===== config.mk =====
export PLATFORM = sky130hd
export DESIGN_NAME = enemy_spawn_scheduler_flat
export DESIGN_NICKNAME = d
export VERILOG_FILES = /design/src/rtl/enemy_spawn_scheduler_if.sv /design/src/rtl/enemy_spawn_scheduler.sv /design/src/flat_wrapper.sv
export SDC_FILE = /design/constraint.sdc
export NUM_CORES = 1
export LEC_CHECK = 0
export BUFFER_PORTS_ARGS = -buffer_cell sky130_fd_sc_hd__clkbuf_2
export CORE_UTILIZATION = 60
export CTS_CLUSTER_DIAMETER = 60
export DETAILED_ROUTE_END_ITERATION = 8
export PLACE_DENSITY = 0.81
export SYNTH_ARGS = -nofsm -noshare
export SYNTH_HDL_FRONTEND = slang
export SYNTH_SLANG_ARGS = --single-unit

===== constraint.sdc =====
create_clock -name clk_25 -period 10.2 [get_ports clk_25]
set_input_delay 2.04 -clock clk_25 [delete_from_list [all_inputs] [get_ports clk_25]]
set_output_delay 2.04 -clock clk_25 [all_outputs]
set_load 0.005 [all_outputs]

===== src/rtl/enemy_spawn_scheduler_if.sv =====
// rtl/enemy_spawn_scheduler_if.sv - kill-request handshake and slot read port of the spawn scheduler
// Signals:
//   hit_valid/hit_slot  -> kill request from bullet hit detection (held until hit_ready)
//   hit_ready           <- request accepted this cycle when high together with hit_valid
//   rd_slot             -> slot select for the VGA pixel mux
//   rd_x/rd_y/rd_active <- combinational view of the selected slot
// Modports: master = requester / pixel mux side, slave = scheduler side.
interface enemy_spawn_scheduler_if;
    logic       hit_valid;
    logic [1:0] hit_slot;
    logic       hit_ready;
    logic [1:0] rd_slot;
    logic [9:0] rd_x;
    logic [9:0] rd_y;
    logic       rd_active;

    modport master (
        output hit_valid, hit_slot, rd_slot,
        input  hit_ready, rd_x, rd_y, rd_active
    );

    modport slave (
        input  hit_valid, hit_slot, rd_slot,
        output hit_ready, rd_x, rd_y, rd_active
    );
endinterface


===== src/rtl/enemy_spawn_scheduler.sv =====
// rtl/enemy_spawn_scheduler.sv - enemy slot table with LFSR-driven, frame-paced spawn scheduling
// Ports:
//   clk_25, rst       pixel clock, asynchronous active-high reset
//   frame_tick        one-cycle pulse per frame
//   enable            spawning allowed
//   player_x/y        player box top-left corner (spawns never overlap it)
//   bus               kill handshake and slot read port (slave side)
//   active_mask, full per-slot active flags, all slots active
//   spawn_pulse/slot  one-cycle pulse and slot index on each commit
//   kill_count        kills of active slots, saturating at 255
module enemy_spawn_scheduler #(
    parameter int          NUM_SLOTS      = 4,
    parameter int          SPAWN_INTERVAL = 60,
    parameter logic [15:0] LFSR_SEED      = 16'hACE1,
    parameter int          ENEMY_SIZE     = 20,
    parameter int          X_MAX          = 620,
    parameter int          Y_MAX          = 460
) (
    input  logic                   clk_25,
    input  logic                   rst,
    input  logic                   frame_tick,
    input  logic                   enable,
    input  logic [9:0]             player_x,
    input  logic [9:0]             player_y,
    enemy_spawn_scheduler_if.slave bus,
    output logic [NUM_SLOTS-1:0]   active_mask,
    output logic                   spawn_pulse,
    output logic [1:0]             spawn_slot,
    output logic [7:0]             kill_count,
    output logic                   full
);
    typedef enum logic [1:0] {IDLE, COUNT, PICK, COMMIT} state_t;

    localparam logic [7:0]  LAST_TICK = 8'(SPAWN_INTERVAL - 1);
    localparam logic [9:0]  X_LIMIT   = 10'(X_MAX);
    localparam logic [9:0]  Y_LIMIT   = 10'(Y_MAX);
    localparam logic [10:0] BOX       = 11'(ENEMY_SIZE);
    localparam logic [15:0] LFSR_TAPS = 16'hB400;

    state_t               state;
    logic [7:0]           timer;
    logic [15:0]          lfsr;
    logic [9:0]           slot_x [NUM_SLOTS];
    logic [9:0]           slot_y [NUM_SLOTS];
    logic [9:0]           pend_x;
    logic [9:0]           pend_y;
    logic [1:0]           pend_slot;

    logic [9:0]           x_raw;
    logic [9:0]           y_raw;
    logic [9:0]           cand_x;
    logic [9:0]           cand_y;
    logic                 overlap;
    logic                 free_found;
    logic [1:0]           free_idx;
    logic                 hit_accept;
    logic [NUM_SLOTS-1:0] mask_next;

    // Out-of-range raw values fold back by a power of two, which always lands inside the legal area.
    assign x_raw  = lfsr[9:0];
    assign y_raw  = {1'b0, lfsr[15:7]};
    assign cand_x = (x_raw > X_LIMIT) ? x_raw - 10'd512 : x_raw;
    assign cand_y = (y_raw > Y_LIMIT) ? y_raw - 10'd64  : y_raw;

    // Box intersection in 11 bits so coordinate + size cannot wrap.
    assign overlap = ({1'b0, cand_x} < {1'b0, player_x} + BOX) &&
                     ({1'b0, cand_x} + BOX > {1'b0, player_x}) &&
                     ({1'b0, cand_y} < {1'b0, player_y} + BOX) &&
                     ({1'b0, cand_y} + BOX > {1'b0, player_y});

    // Lowest-index inactive slot: scan downward so the lowest hit wins.
    always_comb begin
        free_found = 1'b0;
        free_idx   = 2'd0;
        for (int i = NUM_SLOTS - 1; i >= 0; i--) begin
            if (!active_mask[i]) begin
                free_found = 1'b1;
                free_idx   = 2'(i);
            end
        end
    end

    assign hit_accept = bus.hit_valid && bus.hit_ready;

    // hit_ready is low in COMMIT, so a kill and a commit never touch the mask in the same cycle.
    always_comb begin
        mask_next = active_mask;
        if (hit_accept) begin
            mask_next[bus.hit_slot] = 1'b0;
        end
        if (state == COMMIT) begin
            mask_next[pend_slot] = 1'b1;
        end
    end

    assign bus.rd_x      = slot_x[bus.rd_slot];
    assign bus.rd_y      = slot_y[bus.rd_slot];
    assign bus.rd_active = active_mask[bus.rd_slot];

    always_ff @(posedge clk_25 or posedge rst) begin
        if (rst) begin
            state         <= IDLE;
            timer         <= 8'd0;
            lfsr          <= LFSR_SEED;
            active_mask   <= '0;
            full          <= 1'b0;
            spawn_pulse   <= 1'b0;
            spawn_slot    <= 2'd0;
            kill_count    <= 8'd0;
            bus.hit_ready <= 1'b1;
            pend_x        <= 10'd0;
            pend_y        <= 10'd0;
            pend_slot     <= 2'd0;
            for (int i = 0; i < NUM_SLOTS; i++) begin
                slot_x[i] <= 10'd0;
                slot_y[i] <= 10'd0;
            end
        end else begin
            lfsr          <= {1'b0, lfsr[15:1]} ^ (lfsr[0] ? LFSR_TAPS : 16'h0000);
            active_mask   <= mask_next;
            full          <= &mask_next;
            spawn_pulse   <= 1'b0;
            bus.hit_ready <= 1'b1;

            if (hit_accept && active_mask[bus.hit_slot] && kill_count != 8'hFF) begin
                kill_count <= kill_count + 8'd1;
            end

            case (state)
                IDLE: begin
                    timer <= 8'd0;
                    if (enable) begin
                        state <= COUNT;
                    end
                end
                COUNT: begin
                    if (!enable) begin
                        state <= IDLE;
                        timer <= 8'd0;
                    end else if (frame_tick) begin
                        // timer stays at LAST_TICK so a failed attempt retries on the next tick
                        if (timer == LAST_TICK) begin
                            state <= PICK;
                        end else begin
                            timer <= timer + 8'd1;
                        end
                    end
                end
                PICK: begin
                    if (!enable) begin
                        state <= IDLE;
                        timer <= 8'd0;
                    end else if (!free_found || overlap) begin
                        state <= COUNT;
                    end else begin
                        pend_x        <= cand_x;
                        pend_y        <= cand_y;
                        pend_slot     <= free_idx;
                        spawn_pulse   <= 1'b1;
                        spawn_slot    <= free_idx;
                        bus.hit_ready <= 1'b0;
                        state         <= COMMIT;
                    end
                end
                COMMIT: begin
                    slot_x[pend_slot] <= pend_x;
                    slot_y[pend_slot] <= pend_y;
                    timer             <= 8'd0;
                    state             <= enable ? COUNT : IDLE;
                end
                default: state <= IDLE;
            endcase
        end
    end
endmodule

===== src/flat_wrapper.sv =====
// flat-port wrapper written by rule: the top's interface ports become plain ports
module enemy_spawn_scheduler_flat 
#(
    parameter int          NUM_SLOTS      = 4,
    parameter int          SPAWN_INTERVAL = 60,
    parameter logic [15:0] LFSR_SEED      = 16'hACE1,
    parameter int          ENEMY_SIZE     = 20,
    parameter int          X_MAX          = 620,
    parameter int          Y_MAX          = 460
)
  (clk_25, rst, frame_tick, enable, player_x, player_y, active_mask, spawn_pulse, spawn_slot, kill_count, full, bus_hit_valid, bus_hit_slot, bus_rd_slot, bus_hit_ready, bus_rd_x, bus_rd_y, bus_rd_active);
  enemy_spawn_scheduler_if bus_i ();
  input  logic clk_25;
  input  logic rst;
  input  logic frame_tick;
  input  logic enable;
  input  logic [9:0] player_x;
  input  logic [9:0] player_y;
  output logic [NUM_SLOTS-1:0] active_mask;
  output logic spawn_pulse;
  output logic [1:0] spawn_slot;
  output logic [7:0] kill_count;
  output logic full;
  input wire logic [$bits(bus_i.hit_valid)-1:0] bus_hit_valid;
  input wire logic [$bits(bus_i.hit_slot)-1:0] bus_hit_slot;
  input wire logic [$bits(bus_i.rd_slot)-1:0] bus_rd_slot;
  output wire logic [$bits(bus_i.hit_ready)-1:0] bus_hit_ready;
  output wire logic [$bits(bus_i.rd_x)-1:0] bus_rd_x;
  output wire logic [$bits(bus_i.rd_y)-1:0] bus_rd_y;
  output wire logic [$bits(bus_i.rd_active)-1:0] bus_rd_active;
  assign bus_i.hit_valid = bus_hit_valid;
  assign bus_i.hit_slot = bus_hit_slot;
  assign bus_i.rd_slot = bus_rd_slot;
  assign bus_hit_ready = bus_i.hit_ready;
  assign bus_rd_x = bus_i.rd_x;
  assign bus_rd_y = bus_i.rd_y;
  assign bus_rd_active = bus_i.rd_active;
  enemy_spawn_scheduler #(.NUM_SLOTS(NUM_SLOTS), .SPAWN_INTERVAL(SPAWN_INTERVAL), .LFSR_SEED(LFSR_SEED), .ENEMY_SIZE(ENEMY_SIZE), .X_MAX(X_MAX), .Y_MAX(Y_MAX)) u_core (.clk_25(clk_25), .rst(rst), .frame_tick(frame_tick), .enable(enable), .player_x(player_x), .player_y(player_y), .bus(bus_i), .active_mask(active_mask), .spawn_pulse(spawn_pulse), .spawn_slot(spawn_slot), .kill_count(kill_count), .full(full));
endmodule

==> metrics.cfg <==
[outcome]
status=finished, final reports clean

[timing]
max_freq_ghz=0.186
period_share=0.526
final_hold_viol_count=0
clock_skew_ps=9.25
setup_tns_ps=0
timing.hold.ws_ps=416
worst_pin_slew_ps=1010
rsz0062_at_grt=false
max_slew_margin=0.327
period_minus_slack_ps=5370
drv_slew=0
setup_viol=0

[power_and_ir_drop]
p_int_mw=0.945
power.leakage_nw=4.02
pwr-share-comb=0.063
netSwitchingFraction=0.213
p_seq_frac=0.455
power.switching_mw=0.256
peakVddDrop_mv=0.150
clockPowerShare=0.482
powerDensity_nw_per_um2=149

[floorplanning]
die_x_um=110
die_y_um=110
rows=39
start_util=0.614
io_pins=67
core_area_sq_um=11400
dieArea_sq_um=12100

[drt]
via_count=4626
ant_nets=0
wl_per_cell_um=18.8
drt_iter0_markers=328
via_per_inst=6.02
dr.pass1.iters=4
drc=0
routed_wl_um=14500

[critical_path]
critPathMaxFanout=19
worstSetupPathType=in -> out
r2r-end=u_core.pend_y[7]$_DFFE_PP0P_
reg2regPathDepth=14
r2r_start=u_core.lfsr[10]$_DFF_PP1_
crit_required_ps=8160
r2r_setup_slack_ps=5830
cp-end-kind=output pin
crit_arrival_ps=3330
start_kind=primary input

[place]
dp_hpwl_um=9960
io_buffers=66
gp_congestion=0.899
place_inst=739

[synth]
muxShareOfSynthArea=0.223
syn_area_sq_um=7010
synth_compound_area_frac=0.0826
synth_edf_count=0
synth_top_family_by_area=multiplexers
synth-seq-cells=133
synth_ff_type=dfrtp_1
synthAdderAreaFrac=0.0785
ys_types=55
synth_simple_gate_area_frac=0.0599
async_flop_share=1.00
avgSynthCellArea_sq_um=13.0
synthXorXnorAreaFrac=0.0475
ys_seq_area_frac=0.476
synth_cells=540
yosys_warnings=0

[clocking]
clock-sinks=133
cts_resized=0
clkTransAtPathRegs_ps=50
hold_buffers=0
cts_buffer_depth=2
cts_tree=built
root_buffer=clkbuf_16
clk_latency_ps=410
numCtsBuffers=17
postCtsSetupBuffers=0
cts-htree-levels=4

[hold_path]
worstHoldPathCells=0
hp-class=reg -> reg
hold_end=u_core.lfsr[14]$_DFF_PP0_
hp-start=u_core.lfsr[15]$_DFF_PP1_

[finish]
n_antenna_cell=0
final_layout_size_suffix_gt1_frac=0.371
fill_cells=757
fin_cells=769
area_growth_pct=14.8
num-nets-final=688
finalCoreUtilization=0.705

[grt]
grt.overflow.total=0
grt_pass1_wl_um=23300
antenna_found_initial=0
grt_max_degree=85
track_usage=0.256
grt_pass1_vias=4686

[job]
maxCapViolations=0

[how the worst max path moves through the flow]
stage	slack (ps)	to	depth (start not counted)	start
after floorplan	4620	u_core.active_mask[0]$_DFF_PP0_	1	rst
after CTS	4800	bus_rd_x[9]	3	bus_rd_slot[0]
after global placement	4900	bus_rd_x[9]	3	bus_rd_slot[0]
after global routing	4740	bus_rd_y[8]	3	bus_rd_slot[0]
final	4830	bus_rd_x[9]	3	bus_rd_slot[0]
after detailed placement	4830	bus_rd_x[9]	3	bus_rd_slot[0]
[critical path, stage by stage]
cell,delay [ps]
clkbuf_2,530
mux4_2,610
clkbuf_2,130
[registers in the layout, indices dropped and copies added (netlist names), 4 cells and up]
register            flops
u_core.slot_y          40
u_core.slot_x          32
u_core.timer            8
u_core.pend_x           8
u_core.lfsr            16
u_core.pend_y          10
u_core.active_mask      4
u_core.kill_count       8
[final cells by class]
| class | instances | area, sq um | area share |
|---|---|---|---|
| Multi-Input combinational cell | 356 | 3460 | 0.429 |
| Sequential cell | 133 | 3340 | 0.415 |
| Clock buffer | 27 | 533 | 0.0662 |
| Timing Repair Buffer | 70 | 360 | 0.0448 |
| Tap cell | 143 | 179 | 0.0222 |
| Inverter | 37 | 141 | 0.0176 |
| Clock inverter | 3 | 40.0 | 0.00497 |
[Yosys cell counts (10+ instances only)]
cell,number,share of area
o21ai_0,13,0.0093
dfrtp_1,124,0.44
mux2_2,76,0.12
nand2_1,23,0.012
nor2_1,15,0.0080
a21oi_1,11,0.0078
xnor2_1,29,0.036
nand4_1,10,0.0089
mux4_2,19,0.061
mux2_4,17,0.036
inv_1,37,0.020
ha_1,44,0.079
[power groups by stage]
stage               Clock [mW]  Sequential [mW]  Combinational, mW
finish                   0.579            0.546             0.0760
floorplan                    0            0.554             0.0481
global placement             0            0.554             0.0726
CTS                      0.586            0.546             0.0771
global route             0.611            0.547             0.0877
detailed placement           0            0.555             0.0760
[cell families (layout without fill, tap and decap cells)]
family                   count (synthesis)  count (layout)
flip-flops                             133             133
multiplexers                           113             113
AND/OR/NAND/NOR                         83              83
AO/OA/AOI/OAI                           76              76
buffers and inverters                   52             137
adder cells (fa/ha/maj)                 44              44
XOR/XNOR                                38              38
other                                    1               2
[through the flow]
stage	cell area [sq um]	power [mW]	setup slack [ps]
after detailed placement	7480	0.631	4830
after floorplan	7020	0.602	4620
after CTS	8050	1.21	4800
after global routing	8050	1.25	4740
after global placement	7480	0.627	4900
final	8050	1.20	4830
[layer usage]
layer	GRT usage	vias up	routed length (um)
li1	-	2119	-
met5	0	-	0
met2	0.435	127	7210
met4	0.0714	0	171
met3	0.0523	16	480
met1	0.335	2364	6590
[cells in the final DEF (no fill, tap or decap), types with 4 or more instances in the layout]
master       n
nor2_1      15
nand2b_1     4
a22oi_1      4
mux2_2      76
xnor2_1     29
nor2b_1      7
xor2_1       9
dfrtp_1    124
nand3_1      7
mux4_2      19
nor3_1       6
nand2_1     23
ha_1        44
o21a_1       4
o21ai_0     13
nand4_1     10
mux2_4      17
inv_1       36
clkbuf_16   17
a21o_1       4
clkbuf_2    66
dfstp_2      9
buf_4        4
a21o_2       4
clkbuf_8     7
a211oi_1     7
a21oi_1     11
nor4_1       4
No activity file was read; power rests on OpenSTA's default activity.
